==> config.mk <==
export PLATFORM = sky130hd
export DESIGN_NAME = neuron_layer_seq
export DESIGN_NICKNAME = d
export VERILOG_FILES = /design/src/rtl/neuron_pkg.sv /design/src/rtl/nls_fetch_ctrl.sv /design/src/rtl/neuron_layer_seq.sv
export SDC_FILE = /design/constraint.sdc
export NUM_CORES = 1
export LEC_CHECK = 0
export CAP_MARGIN = 20
export CORE_UTILIZATION = 29
export CTS_CLUSTER_DIAMETER = 120
export CTS_CLUSTER_SIZE = 10
export DETAILED_ROUTE_END_ITERATION = 10
export GPL_TIMING_DRIVEN = 0
export PLACE_DENSITY = 0.64
export SYNTH_ARGS = -nofsm -noshare
export SYNTH_HDL_FRONTEND = slang
export SYNTH_SLANG_ARGS = --single-unit
export TNS_END_PERCENT = 30
==> constraint.sdc <==
create_clock -name clk -period 3.2 [get_ports clk]
set_clock_uncertainty 0.1 [all_clocks]
set_input_delay 0.96 -clock clk [delete_from_list [all_inputs] [get_ports clk]]
set_output_delay 0.96 -clock clk [all_outputs]
set_load 0.05 [all_outputs]
==> src/rtl/neuron_pkg.sv <==
// Shared types and constants for the neuron layer sequencer.
// Optional build macro used by this slice: NEURON_SEQ_STALL_CNT_EN (adds stall_cnt output).
package neuron_pkg;

    localparam int WIDTH_DEFAULT = 32;

    // One read per input, plus one trailing cycle to land the last read word.
    localparam int unsigned FETCH_CYCLES      = 4;
    localparam int unsigned INPUTS_PER_NEURON = 3;
    localparam int          K_W               = $clog2(FETCH_CYCLES);

    typedef enum logic [1:0] {
        NLS_IDLE  = 2'd0,
        NLS_FETCH = 2'd1,
        NLS_EVAL  = 2'd2,
        NLS_OUT   = 2'd3
    } nls_state_t;

    // Word address of input k of a neuron; weight/bias triples are packed back to back.
    function automatic int unsigned weight_addr(input int unsigned idx, input int unsigned k);
        return idx * INPUTS_PER_NEURON + k;
    endfunction

endpackage

==> src/rtl/nls_fetch_ctrl.sv <==
// Weight-fetch controller: walks the k counter through one neuron's fetch window,
// issues the three memory reads and tells the top which operand slot to capture.
// A read issued at k lands one cycle later, so the capture slot trails k by one.
module nls_fetch_ctrl
    import neuron_pkg::*;
#(
    parameter int ADDR_W = 4,
    parameter int IDX_W  = 2
) (
    input  logic              clk,
    input  logic              rst_n,
    input  logic              active,
    input  logic [IDX_W-1:0]  neuron_idx,
    output logic              mem_en,
    output logic [ADDR_W-1:0] mem_addr,
    output logic              cap_en,
    output logic [K_W-1:0]    cap_slot,
    output logic              done
);

    localparam logic [K_W-1:0] K_LAST  = K_W'(FETCH_CYCLES - 1);
    localparam logic [K_W-1:0] K_READS = K_W'(INPUTS_PER_NEURON);

    logic [K_W-1:0] k;

    // k advances once per fetch cycle and sits at zero outside the fetch window.
    always_ff @(posedge clk or negedge rst_n) begin
        if (!rst_n) begin
            k <= '0;
        end else if (!active || (k == K_LAST)) begin
            k <= '0;
        end else begin
            k <= k + K_W'(1);
        end
    end

    // Read strobe, address and capture strobe decoded from k; address parks at 0 when idle.
    always_comb begin
        mem_en   = active && (k < K_READS);
        mem_addr = '0;
        if (mem_en) begin
            mem_addr = ADDR_W'(weight_addr(32'(neuron_idx), 32'(k)));
        end
        cap_en   = active && (k != '0);
        cap_slot = k - K_W'(1);
        done     = active && (k == K_LAST);
    end

endmodule

==> src/rtl/neuron_layer_seq.sv <==
// Neuron layer sequencer: time-multiplexes one external 3-input neuron datapath
// across N_NEURON neurons, fetching weights/biases and streaming one result per neuron.
// Optional build macro: NEURON_SEQ_STALL_CNT_EN adds a saturating 16-bit stall_cnt output.
//
// state     | meaning
// ----------+-------------------------------------------------------------
// NLS_IDLE  | waiting for an activation vector, in_ready high
// NLS_FETCH | reading this neuron's three {b,w} words into nu_w/nu_b
// NLS_EVAL  | operands stable, capture datapath result and index
// NLS_OUT   | result presented on out_*, held until out_ready
module neuron_layer_seq
    import neuron_pkg::*;
#(
    parameter int  WIDTH    = WIDTH_DEFAULT,
    parameter int  N_NEURON = 4,
    parameter int  ADDR_W   = 4,
    localparam int IDX_W    = (N_NEURON > 1) ? $clog2(N_NEURON) : 1
) (
    input  logic               clk,
    input  logic               rst_n,
    input  logic               in_valid,
    output logic               in_ready,
    input  logic [3*WIDTH-1:0] in_a,
    output logic               mem_en,
    output logic [ADDR_W-1:0]  mem_addr,
    input  logic [2*WIDTH-1:0] mem_rdata,
    output logic [3*WIDTH-1:0] nu_a,
    output logic [3*WIDTH-1:0] nu_w,
    output logic [3*WIDTH-1:0] nu_b,
    input  logic [WIDTH-1:0]   nu_y,
    output logic               out_valid,
    input  logic               out_ready,
    output logic [WIDTH-1:0]   out_data,
    output logic [IDX_W-1:0]   out_idx,
    output logic               out_last
`ifdef NEURON_SEQ_STALL_CNT_EN
    ,
    output logic [15:0]        stall_cnt
`endif
);

    localparam logic [IDX_W-1:0] LAST_IDX = IDX_W'(N_NEURON - 1);

    nls_state_t       state_q, state_d;
    logic [IDX_W-1:0] neuron_idx;
    logic             fetch_active;
    logic             fetch_done;
    logic             cap_en;
    logic [K_W-1:0]   cap_slot;
    logic             accept;
    logic             out_fire;

    assign accept   = in_valid && in_ready;
    assign out_fire = out_valid && out_ready;

    nls_fetch_ctrl #(
        .ADDR_W (ADDR_W),
        .IDX_W  (IDX_W)
    ) u_fetch (
        .clk        (clk),
        .rst_n      (rst_n),
        .active     (fetch_active),
        .neuron_idx (neuron_idx),
        .mem_en     (mem_en),
        .mem_addr   (mem_addr),
        .cap_en     (cap_en),
        .cap_slot   (cap_slot),
        .done       (fetch_done)
    );

    // State register.
    always_ff @(posedge clk or negedge rst_n) begin
        if (!rst_n) begin
            state_q <= NLS_IDLE;
        end else begin
            state_q <= state_d;
        end
    end

    // Next-state and handshake decode.
    always_comb begin
        state_d      = state_q;
        in_ready     = 1'b0;
        out_valid    = 1'b0;
        fetch_active = 1'b0;
        case (state_q)
            NLS_IDLE: begin
                in_ready = 1'b1;
                if (in_valid) begin
                    state_d = NLS_FETCH;
                end
            end
            NLS_FETCH: begin
                fetch_active = 1'b1;
                if (fetch_done) begin
                    state_d = NLS_EVAL;
                end
            end
            NLS_EVAL: begin
                state_d = NLS_OUT;
            end
            NLS_OUT: begin
                out_valid = 1'b1;
                if (out_ready) begin
                    state_d = out_last ? NLS_IDLE : NLS_FETCH;
                end
            end
            default: begin
                state_d = NLS_IDLE;
            end
        endcase
    end

    // Neuron index: restarts with each vector, steps on every non-final result handshake.
    always_ff @(posedge clk or negedge rst_n) begin
        if (!rst_n) begin
            neuron_idx <= '0;
        end else if (accept) begin
            neuron_idx <= '0;
        end else if (out_fire && !out_last) begin
            neuron_idx <= neuron_idx + IDX_W'(1);
        end
    end

    // Activations are latched once and held for every neuron of the vector.
    always_ff @(posedge clk or negedge rst_n) begin
        if (!rst_n) begin
            nu_a <= '0;
        end else if (accept) begin
            nu_a <= in_a;
        end
    end

    // Weight/bias operand slots, loaded only while fetching.
    always_ff @(posedge clk or negedge rst_n) begin
        if (!rst_n) begin
            nu_w <= '0;
            nu_b <= '0;
        end else if (cap_en) begin
            for (int s = 0; s < int'(INPUTS_PER_NEURON); s++) begin
                if (cap_slot == K_W'(s)) begin
                    nu_w[s*WIDTH +: WIDTH] <= mem_rdata[WIDTH-1:0];
                    nu_b[s*WIDTH +: WIDTH] <= mem_rdata[2*WIDTH-1:WIDTH];
                end
            end
        end
    end

    // Result registers: loaded in EVAL, held through OUT; out_last drops after the final handshake.
    always_ff @(posedge clk or negedge rst_n) begin
        if (!rst_n) begin
            out_data <= '0;
            out_idx  <= '0;
            out_last <= 1'b0;
        end else if (state_q == NLS_EVAL) begin
            out_data <= nu_y;
            out_idx  <= neuron_idx;
            out_last <= (neuron_idx == LAST_IDX);
        end else if (out_fire && out_last) begin
            out_last <= 1'b0;
        end
    end

`ifdef NEURON_SEQ_STALL_CNT_EN
    // Counts cycles a result waits on downstream; restarts with each vector, saturates.
    always_ff @(posedge clk or negedge rst_n) begin
        if (!rst_n) begin
            stall_cnt <= '0;
        end else if (accept) begin
            stall_cnt <= '0;
        end else if (out_valid && !out_ready && (stall_cnt != 16'hFFFF)) begin
            stall_cnt <= stall_cnt + 16'd1;
        end
    end
`endif

endmodule

Yosys cells after proc, flatten, opt, wreduce, memory -nomap -nowiden
Cells that the tools add are included.
- add/sub/neg operators: 4
- multipliers: 1
- $lt $le $gt $ge: 1
- eq/ne operators: 10
- multiplexer cells: 14
- reductions and logical operators: 19
- operator list (cell ; count):
    $mux 2 ; 6
    $eq 2x2->1 const B ; 5
    $pmux 2 s4 ; 1
    $logic_and 1x1->1 ; 7
    $mux 1 ; 6
    $ne 2x2->1 const B ; 3
    $reduce_and 2->1 ; 3
    $reduce_bool 2->1 ; 3
    $add 2x1->2 const B ; 2
    $add 4x2->4 ; 1
    $eq 2x1->1 const B ; 2
    $logic_not 2->1 ; 2
    $mul 2x2->4 const B ; 1
    $mux 4 ; 1
    $reduce_and 3->1 ; 1
    $logic_not 1->1 ; 2
    $lt 2x2->1 const B ; 1
    $sub 2x1->2 const B ; 1
    $logic_or 1x1->1 ; 1
- register bits after elaboration: 329
- bits of input ports: 196
- output and inout bits: 330
- logic and storage cells: 62

Longest topological paths before layout
Gate-level depths: netlist (run 1).
- depth after elaboration: 6
- depth in mapped cells: 6
- gate-level depth less buffers: 6

Modules after synthesis
Synthesis (run 1) repeated with hierarchy kept, for this count alone.
- cells, all modules: 739
- area total of the unflattened synthesis: 12663.4 um^2
- modules (own cells, without submodules) (module ; times used ; cells an instance ; area an instance (um^2) ; sequential area each (um^2)):
    neuron_layer_seq ; 1 ; 715 ; 12420.7 ; 8182.8
    nls_fetch_ctrl ; 1 ; 24 ; 242.7 ; 50.0

Worst setup path after synthesis (run 1)
OpenSTA, ideal clock, no wires.
- kind: register -> output
- start: reg neuron_idx[0]
- end: out mem_addr[2]
- arrival time: 2076 ps
- required time: 2140 ps
- setup slack: 64 ps
- stages on the path, launching flop included: 7
- buffers on the path: 0
- cell sequence: dfrtp_1 -> inv_1 -> fa_1 -> inv_1 -> ha_1 -> fa_1 -> and2_1
- word-level cells in the longest chain between the ends: 3
- RTL lines (element ; RTL line ; RTL):
    start: declaration ; neuron_layer_seq.sv:45 ; logic [IDX_W-1:0] neuron_idx;
    start signal: assignment ; neuron_layer_seq.sv:121 ; neuron_idx <= neuron_idx + IDX_W'(1);
    $mul 2x2->4 ; neuron_pkg.sv:21 ; return idx * INPUTS_PER_NEURON + k;
    $add 4x2->4 ; neuron_pkg.sv:21 ;
    $mux 4 ; nls_fetch_ctrl.sv:41 ; if (mem_en) begin
    end: declaration ; neuron_layer_seq.sv:25 ; output logic [ADDR_W-1:0] mem_addr,
No other way between the ends.

Worst setup path after layout (run 1)
- start: reg neuron_idx[1]
- end: out mem_addr[2]
The elaborated chain is that of the path after synthesis.

==> impl_metrics.py, run 1 <==
metrics = {
    "sta": {
        "worst_pin_slew_ns": 0.763,
        "setup_ws_ns": -0.314,
        "slew_headroom": 0.491,
        "hold_viol": 0,
        "drv_slew": 0,
        "clock.fmax_mhz": 285,
        "final.min_clock_period_ns": 3.51,
        "rsz0062_at_grt": "yes",
        "min_period_over_period": 1.10,
        "setup_viol_count_final": 2,
        "final.setup.tns_ns": -0.520,
    },
    "floorplanning": {
        "die_area_sq_um": 47300,
        "die_y_um": 217,
        "dieWidth_um": 217,
        "initial_core_util": 0.295,
        "pin_count": 526,
        "design.core.area_sq_um": 45600,
        "fp-row-count": 78,
    },
    "detailed_routing": {
        "finalWirelength_mm": 36.5,
        "drc_errors": 0,
        "ant_nets": 0,
        "drt_iter0_markers": 294,
        "post_drt_wl_per_cell_um": 19.1,
        "wl_met2_mm": 18.2,
        "drt_first_pass_iters": 4,
        "wl_met3_mm": 3.14,
        "drt-met1-wl_mm": 14.2,
        "vias": 8239,
        "vias_per_cell": 4.32,
        "top_layer": "met5",
    },
    "synth": {
        "synth_simple_gate_area_frac": 0.0120,
        "async_reset_ff_frac": 1.00,
        "synth_edf_count": 0,
        "yosys.area.top_type": "dfrtp_1",
        "synth_top_family_by_area": "multiplexers",
        "synth_compound_area_frac": 0.00298,
        "synth_seq_cells": 329,
        "synth_cell_type_count": 26,
        "yosysWarnings": 0,
        "syn-num-nets": 946,
        "syn_inst": 735,
        "synthXorXnorAreaFrac": 0.000651,
        "yosys-top-cells-area": "dfrtp_1 61%, mux2_4 20%, mux2_2 12%, buf_12 2.7%, ha_1 1.2%",
        "synth_top_area_share": 0.612,
        "synth_mux_area_frac": 0.321,
        "netlist_area_sq_um": 13500,
        "synth_ff_type": "dfrtp_1",
        "synthAdderAreaFrac": 0.0151,
        "avgSynthCellArea_sq_um": 18.3,
        "yosysSeqAreaShare": 0.612,
    },
    "finish": {
        "utilization": 0.452,
        "area_delta_synth_final_pct": 53.2,
        "layout-drive-gt1-share": 0.323,
        "fin_nets": 1517,
        "fillCellCount": 4102,
        "antenna_cells": 0,
    },
    "global_route": {
        "overflow": 0,
        "grt_antenna_before_repair": 1,
        "grt_pass1_vias": 9398,
        "grt_max_degree": 120,
        "track_usage": 0.156,
        "grt_pass1_wl_mm": 56.7,
    },
    "setup_path": {
        "path_cells": "inv_2 > fa_1 > inv_2 > ha_4 > fa_1 > and2_4 > buf_12",
        "cp_data_arrival_time_ns": 2.45,
        "path_max_fanout": 2,
        "reg2reg_depth": 6,
        "slowest_delay_ns": 0.54,
        "critPathKind": "reg -> out",
        "slowest_stage": "fa_1",
        "worst_setup_path_start_kind": "flop",
        "cp-end-kind": "primary output",
        "critPathRequiredTime_ns": 2.14,
    },
    "cts": {
        "cts_hold_buf": 0,
        "h-tree-depth": 2,
        "cts_tree": "built",
        "clkTransAtPathRegs_ns": 0.06,
        "cts_buffers": 38,
        "clock-sinks": 329,
        "clock_latency_ns": 0.54,
        "cts-root-buf": "clkbuf_16",
        "clock_path_buffers": 3,
    },
    "placed_design": {
        "place_congestion": 0.760,
        "place_hpwl_mm": 26.7,
        "port_buffers": 525,
        "dp_slack_ns": -0.673,
    },
    "outcome": {
        "outcome": "complete, but fails checks",
        "violations": "setup timing",
    },
    "min_path": {
        "hold_class": "in -> async",
    },
    "run": {
        "max-cap-violations": 0,
    },
}
-- logic make-up after synthesis --
kind of cell | count (synthesis)
buffers and inverters | 42
AOI/OAI and AO/OA | 6
adders and majority gates | 15
DFF | 329
and+or+nand+nor | 18
muxes | 324
xor gates and xnor gates | 1
-- worst paths after layout --
path / slack (ns) / from / to
hold / removal: 0.39 / rst_n / nu_b[7]$_DFFE_PN0P_
setup / recovery: -0.31 / neuron_idx[1]$_DFFE_PN0P_ / mem_addr[2]
setup reg to reg: 1.02 / state_q[0]$_DFFE_PN0P_ / nu_a[86]$_DFFE_PN0P_
min in group clk: 0.40 / out_data[6]$_DFFE_PN0P_ / out_data[6]$_DFFE_PN0P_
max in group asynchronous: 1.51 / rst_n / neuron_idx[1]$_DFFE_PN0P_
hold reg to reg: 0.40 / out_data[6]$_DFFE_PN0P_ / out_data[6]$_DFFE_PN0P_
-- state kept, by name, summed over array words and instances (netlist names) --
register and cells:
nu_a 96, nu_b 96, out_idx 2, state_q 2, out_data 32, out_last 1
nu_w 96, neuron_idx 2, u_fetch.k 2
-- cells in the mapped netlist, drive strengths merged (2+ instances only) --
| master | number |
|---|---|
| a211oi | 2 |
| buf | 33 |
| and2 | 6 |
| inv | 9 |
| ha | 13 |
| a21oi | 2 |
| nand2 | 4 |
| fa | 2 |
| nor2b | 3 |
| dfrtp | 329 |
| mux2 | 323 |
-- layer usage --
layer,GRT usage,vias up
met2,0.265,317
met5,0,-
met1,0.181,4164
li1,-,3696
met3,0.0541,60
met4,0.0545,2
-- critical path, delay by kind of cell (launching register included) --
family | cells | cell delay [ns]
adders and majority gates | 3 | 1.16
DFF | 1 | 0.37
and+or+nand+nor | 1 | 0.15
buffers and inverters | 3 | 0.22
-- through the flow --
| step | hold WS, ns | cell area (sq um) | std cells |
|---|---|---|---|
| final | 0.386 | 20600 | 1908 |
| after global routing | 0.409 | 20600 | 1908 |
| after CTS | 0.372 | 20600 | 1908 |
| after detailed placement | 0.391 | 19500 | 1862 |
| after global placement | 0.387 | 19500 | 1860 |
| after floorplan | 0.438 | 13500 | 735 |
-- cell usage in the layout, fill, tap and decap left out, drive strengths merged, types with 2 or more instances in the layout --
cell / count
clkbuf: 43
mux2: 323
and2: 6
buf: 44
nor2b: 3
dfrtp: 329
ha: 13
fa: 2
inv: 9
nand2: 4
clkdlybuf4s50: 517
a211oi: 2
a21oi: 2
-- what timing repair did --
action,4_1_cts,5_1_grt
pin swaps,1,2
setup endpoints to repair,6,6
gates resized for setup,37,6
setup buffers,4,0
-- layout make-up --
class	count	area, sq um	area share
plain buffers	33	452	0.0219
clock buffers	42	1030	0.0500
inverters	9	33.8	0.00164
multi-input cells	364	4760	0.231
flip-flops and latches	329	8230	0.400
well taps	600	751	0.0364
repair buffers	531	5350	0.260
Power of run 1 is not shown: default switching activity piles up to over one toggle a cycle in this logic, so the estimate is an artifact.
==> run 2: changes to the inputs <==
CORE_ASPECT_RATIO = 1.75   (was not set)
SLEW_MARGIN = 20   (was not set)
==> run 2 against run 1 <==
  * The run still ends with setup timing left
  * Maximum frequency up 1.6%
  * Global-route usage up 0.63 points
  * Register-to-register slack worse by 0.05 ns
  * Highest routed layer is now met4
==> impl_metrics.py, run 2 (synthesized netlist as in run 1, its figures left out) <==
metrics = {
    "outcome": {
        "outcome": "complete, but fails checks",
        "violations": "setup timing",
    },
    "detailed_routing": {
        "drc_errors": 0,
        "post_drt_wl_per_cell_um": 20.4,
        "drt_iter0_markers": 315,
        "finalWirelength_mm": 38.6,
        "vias_per_cell": 4.40,
        "ant_nets": 0,
        "drt_first_pass_iters": 6,
        "vias": 8330,
    },
    "floorplanning": {
        "initial_core_util": 0.293,
        "design.core.area_sq_um": 45900,
        "dieWidth_um": 165,
        "fp-row-count": 104,
        "die_y_um": 287,
        "pin_count": 526,
        "die_area_sq_um": 47300,
    },
    "cts": {
        "cts_hold_buf": 0,
        "clock-sinks": 329,
        "h-tree-depth": 2,
        "cts_tree": "built",
        "cts-root-buf": "clkbuf_16",
        "cts_buffers": 38,
        "clock_latency_ns": 0.51,
        "clock_path_buffers": 3,
        "clkTransAtPathRegs_ns": 0.05,
    },
    "placed_design": {
        "placed_area_sq_um": 19500,
        "port_buffers": 525,
        "place_congestion": 0.780,
        "place_hpwl_mm": 28.6,
    },
    "sta": {
        "setup_viol_count_final": 2,
        "worst_pin_slew_ns": 0.651,
        "clock.fmax_mhz": 289,
        "drv_slew": 0,
        "final.min_clock_period_ns": 3.46,
        "hold_viol": 0,
        "setup_ws_ns": -0.257,
        "slew_headroom": 0.565,
        "min_period_over_period": 1.08,
        "rsz0062_at_grt": "yes",
    },
    "run": {
        "max-cap-violations": 0,
    },
    "setup_path": {
        "reg2reg_depth": 6,
        "worst_setup_path_start_kind": "flop",
        "critPathKind": "reg -> out",
        "r2r_setup_slack_ns": 0.97,
        "critPathRequiredTime_ns": 2.14,
        "cp_data_arrival_time_ns": 2.40,
        "path_max_fanout": 2,
        "rr_startpoint": "state_q[1]$_DFFE_PN0P_",
        "r2r_end": "nu_a[21]$_DFFE_PN0P_",
        "crit_end": "mem_addr[2]",
        "cp-startpoint": "neuron_idx[1]$_DFFE_PN0P_",
        "cp-end-kind": "primary output",
    },
    "finish": {
        "top_regs": "nu_a: 96 flops, nu_b: 96 flops, nu_w: 96 flops",
        "layout_commonest_cell": "clkdlybuf4s50_1",
        "fin_nets": 1518,
        "area_delta_synth_final_pct": 53.1,
        "multiInputGateArea_sq_um": 4750,
        "fillCellCount": 4093,
        "seq_area_sq_um": 8230,
        "final_cell_mix": "517 x clkdlybuf4s50_1, 328 x dfrtp_1, 180 x mux2_4",
        "layout-drive-gt1-share": 0.322,
        "final_cell_area_sq_um": 20600,
    },
    "global_route": {
        "grt_max_degree": 100,
        "grt_pass1_vias": 9489,
        "grt_antenna_before_repair": 2,
        "track_usage": 0.162,
        "grt_pass1_wl_mm": 57.7,
        "overflow": 0,
    },
    "min_path": {
        "hold_class": "in -> async",
    },
}
run 2: cell count changes in the layout (fill, tap and decap cells not counted), sizes merged:
cell,change
buf,+1
diode,+2
run 2: layout make-up:
class	instances	share of cell area
multi-input cells	364	0.230
plain buffers	33	0.0219
well taps	583	0.0354
flip-flops and latches	329	0.400
inverters	9	0.00164
repair buffers	532	0.261
clock buffers	42	0.0500
diodes	2	0.000243
run 2: how the worst min path moves through the flow:
stage / endpoint / slack [ns] / cells past startpoint
2_1_floorplan: out_idx[0]$_DFFE_PN0P_ / 0.44 / 1
3_3_place_gp: nu_b[31]$_DFFE_PN0P_ / 0.39 / 1
3_5_place_dp: nu_b[75]$_DFFE_PN0P_ / 0.39 / 1
4_1_cts: nu_w[65]$_DFFE_PN0P_ / 0.25 / 1
5_1_grt: nu_w[1]$_DFFE_PN0P_ / 0.27 / 1
6_report: nu_w[65]$_DFFE_PN0P_ / 0.26 / 1
run 2: critical path, cell delays in order (launching register included):
cell and delay (ns):
dfrtp_2 0.36, inv_2 0.04, fa_1 0.52, inv_1 0.04, ha_2 0.16, fa_1 0.47
and2_4 0.14, buf_8 0.14
run 2: metal layers:
| layer | vias to the layer above | share of wire | global-route usage |
|---|---|---|---|
| met2 | 356 | 0.53 | 0.296 |
| met5 | - | 0 | 0 |
| met3 | 73 | 0.070 | 0.0436 |
| met4 | 0 | 0.039 | 0.0683 |
| li1 | 3702 | - | - |
| met1 | 4199 | 0.36 | 0.172 |
run 2: what timing repair did:
| item | in CTS | in global routing |
|---|---|---|
| setup endpoints to repair | 6 | 6 |
| buffers inserted | 4 | 0 |
| resized for setup | 32 | 8 |
| pin swaps | 0 | 2 |
run 2: stage by stage:
step | setup TNS, ns | hold WS [ns] | setup WS, ns | instances | util
2_1_floorplan | 0 | 0.438 | 0.0639 | 735 | -
3_3_place_gp | -4401.48 | 0.387 | -13.45 | 1843 | 0.423
3_5_place_dp | -1.04 | 0.391 | -0.550 | 1846 | 0.425
4_1_cts | -0.549 | 0.253 | -0.324 | 1892 | 0.448
5_1_grt | -0.668 | 0.270 | -0.366 | 1894 | 0.449
6_report | -0.421 | 0.256 | -0.257 | 1894 | 0.449
Power of run 2 is left out for the same reason.
==> run 3: changes to the inputs <==
ABC_AREA = 1   (was not set)
PLACE_DENSITY = 0.65   (was 0.64)
SLEW_MARGIN = 10   (was 20)
==> run 3 against run 2 <==
  * The flow still finishes with violations (setup timing)
  * Register-to-register slack improved by 0.29 ns
  * Synthesized cell count increased by 79%
  * Critical path depth increased by 1
  * Hold slack got worse by 0.15 ns
  * Non-clock buffer count increased by 47
==> impl_metrics.py, run 3 <==
metrics = {
    "outcome": {
        "outcome": "complete, but fails checks",
        "violations": "setup timing",
    },
    "synth": {
        "synth_top_area_share": 0.656,
        "synth_edf_count": 0,
        "synth_common_cells": "496 x nand2_1, 329 x dfrtp_1, 192 x o21ai_1",
        "yosys.area.top_type": "dfrtp_1",
        "avgSynthCellArea_sq_um": 9.53,
        "synth_cell_type_count": 15,
        "synth_ff_type": "dfrtp_1",
        "async_reset_ff_frac": 1.00,
        "synth_seq_cells": 329,
        "yosysSeqAreaShare": 0.656,
        "netlist_area_sq_um": 12600,
        "yosysWarnings": 0,
        "syn-num-nets": 1529,
        "yosys-top-cells-area": "dfrtp_1 66%, nand2_1 15%, o21ai_1 7.7%, nand3_1 4.2%, inv_1 2.5%",
        "yosysMostFrequentCell": "nand2_1",
        "syn_inst": 1318,
    },
    "sta": {
        "rsz0062_at_grt": "yes",
        "drv_slew": 0,
        "final.setup.tns_ns": -0.609,
        "clock.fmax_mhz": 279,
        "hold-worst-slack_ns": 0.109,
        "worst_pin_slew_ns": 0.626,
        "setup_viol_count_final": 3,
        "setup_ws_ns": -0.387,
        "hold_viol": 0,
        "final.min_clock_period_ns": 3.59,
        "min_period_over_period": 1.12,
        "slew_headroom": 0.581,
    },
    "run": {
        "max-cap-violations": 0,
    },
    "floorplanning": {
        "design.core.area_sq_um": 42700,
        "pin_count": 526,
        "initial_core_util": 0.294,
        "die_area_sq_um": 44200,
        "dieWidth_um": 159,
        "fp-row-count": 100,
        "die_y_um": 277,
    },
    "detailed_routing": {
        "vias": 11300,
        "wl_met3_mm": 2.78,
        "drc_errors": 0,
        "drt-met1-wl_mm": 14.9,
        "drt_first_pass_iters": 4,
        "drt_iter0_markers": 695,
        "vias_per_cell": 4.59,
        "ant_nets": 0,
        "wl_met2_mm": 24.2,
        "finalWirelength_mm": 44.3,
        "top_layer": "met4",
        "post_drt_wl_per_cell_um": 18.1,
    },
    "finish": {
        "layout-drive-gt1-share": 0.0650,
        "fin_nets": 2100,
        "final_cell_mix": "516 x clkdlybuf4s50_1, 495 x nand2_1, 329 x dfrtp_1",
        "area_delta_synth_final_pct": 56.4,
        "fillCellCount": 4060,
        "layout_commonest_cell": "clkdlybuf4s50_1",
        "top_regs": "nu_a: 96 flops, nu_b: 96 flops, nu_w: 96 flops",
    },
    "global_route": {
        "track_usage": 0.201,
        "overflow": 0,
        "grt_pass1_vias": 11900,
        "grt_antenna_before_repair": 2,
        "grt_pass1_wl_mm": 68.6,
        "grt_max_degree": 115,
    },
    "cts": {
        "cts-root-buf": "clkbuf_16",
        "h-tree-depth": 2,
        "clock-sinks": 329,
        "clock_latency_ns": 0.52,
        "clock_path_buffers": 3,
        "cts_buffers": 38,
        "cts_tree": "built",
        "clkTransAtPathRegs_ns": 0.05,
    },
    "setup_path": {
        "cp-end-kind": "primary output",
        "critPathKind": "reg -> out",
        "cp_data_arrival_time_ns": 2.53,
        "critPathRequiredTime_ns": 2.14,
        "path_max_fanout": 2,
        "worst_setup_path_start_kind": "flop",
    },
    "placed_design": {
        "place_congestion": 0.885,
        "place_hpwl_mm": 34.2,
        "port_buffers": 524,
    },
    "min_path": {
        "hold_class": "in -> async",
    },
    "power": {
        "ir_drop_v": 0.000665,
        "power_density_nw_per_um2": 1230,
        "leakagePower_uw": 0.00955,
    },
}
-- run 3: changes by cell type after synthesis, moves of 20 or more --
cell / previous run / this run
clkbuf_1: 0 / 20
inv_1: 9 / 85
mux2_4: 180 / 0
o21ai_1: 0 / 192
buf_2: 10 / 57
nand3_1: 0 / 105
nand2_1: 1 / 496
mux2_2: 143 / 0
-- run 3: cell families after synthesis --
logic type | synth area share
adder cells (fa/ha/maj) | 0.0161
AND/OR/NAND/NOR | 0.193
flip-flops | 0.656
AO/OA/AOI/OAI | 0.0785
buffers and inverters | 0.0565
-- run 3: report_power, final --
group	internal (uW)	switching (uW)	leakage [uW]	total [uW]
Clock	2160	1630	0.000496	3780
Combinational	4120	9190	0.00547	13300
Sequential	5920	1060	0.00359	6980
-- run 3: layout make-up --
class / count / area, sq um / area share
repair buffers: 531 / 5360 / 0.273
clock buffers: 40 / 980 / 0.0499
plain buffers: 81 / 387 / 0.0197
well taps: 561 / 702 / 0.0357
diodes: 2 / 5.00 / 0.000255
flip-flops and latches: 329 / 8230 / 0.419
multi-input cells: 822 / 3620 / 0.184
inverters: 86 / 323 / 0.0164
clock inverters: 2 / 32.5 / 0.00166
-- run 3: worst max-delay path, cell delays in order (launching register included) --
cell and delay, ns:
dfrtp_1 0.36, inv_2 0.05, fa_1 0.53, inv_1 0.05, ha_2 0.18, fa_1 0.53
inv_2 0.04, nor2_2 0.09, buf_6 0.17
-- run 3: stage by stage --
| step | setup WS, ns | total power, uW | utilization | cells | cell area, sq um |
|---|---|---|---|---|---|
| final | -0.387 | 24100 | 0.461 | 2454 | 19600 |
| after global routing | -0.520 | 25200 | 0.461 | 2454 | 19600 |
| after CTS | -0.427 | 24300 | 0.460 | 2452 | 19600 |
| after detailed placement | -0.622 | 20300 | 0.436 | 2406 | 18600 |
| after global placement | -12.96 | 20200 | 0.434 | 2403 | 18500 |
| after floorplan | 0.00957 | 15300 | - | 1318 | 12600 |
-- run 3: worst paths after layout --
check / from / cells after the start / slack, ns / endpoint
worst min register to register: nu_a[1]$_DFFE_PN0P_ / 2 / 0.37 / nu_a[1]$_DFFE_PN0P_
worst max register to register: state_q[0]$_DFFE_PN0P_ / 8 / 1.26 / nu_a[28]$_DFFE_PN0P_
worst min-delay path: rst_n / 1 / 0.11 / nu_b[43]$_DFFE_PN0P_
min in group clk: nu_a[1]$_DFFE_PN0P_ / 2 / 0.37 / nu_a[1]$_DFFE_PN0P_
worst max-delay path: neuron_idx[0]$_DFFE_PN0P_ / 8 / -0.39 / mem_addr[2]
max in group asynchronous: rst_n / 3 / 1.54 / nu_a[3]$_DFFE_PN0P_
-- run 3: routing by layer --
layer  track usage  vias to the layer above
li1              -                     5299
met1         0.196                     5370
met2         0.389                      484
met3        0.0440                      118
met4         0.105                        0
met5             0                        -
-- run 3: timing repair --
action	4_1_cts	5_1_grt
buffers inserted	4	0
hold buffers	0	0
pin swaps	2	0
endpoints found under the hold margin	0	0
setup endpoints to repair	6	6
resized for setup	32	6
(Power assumes the default switching activity.)
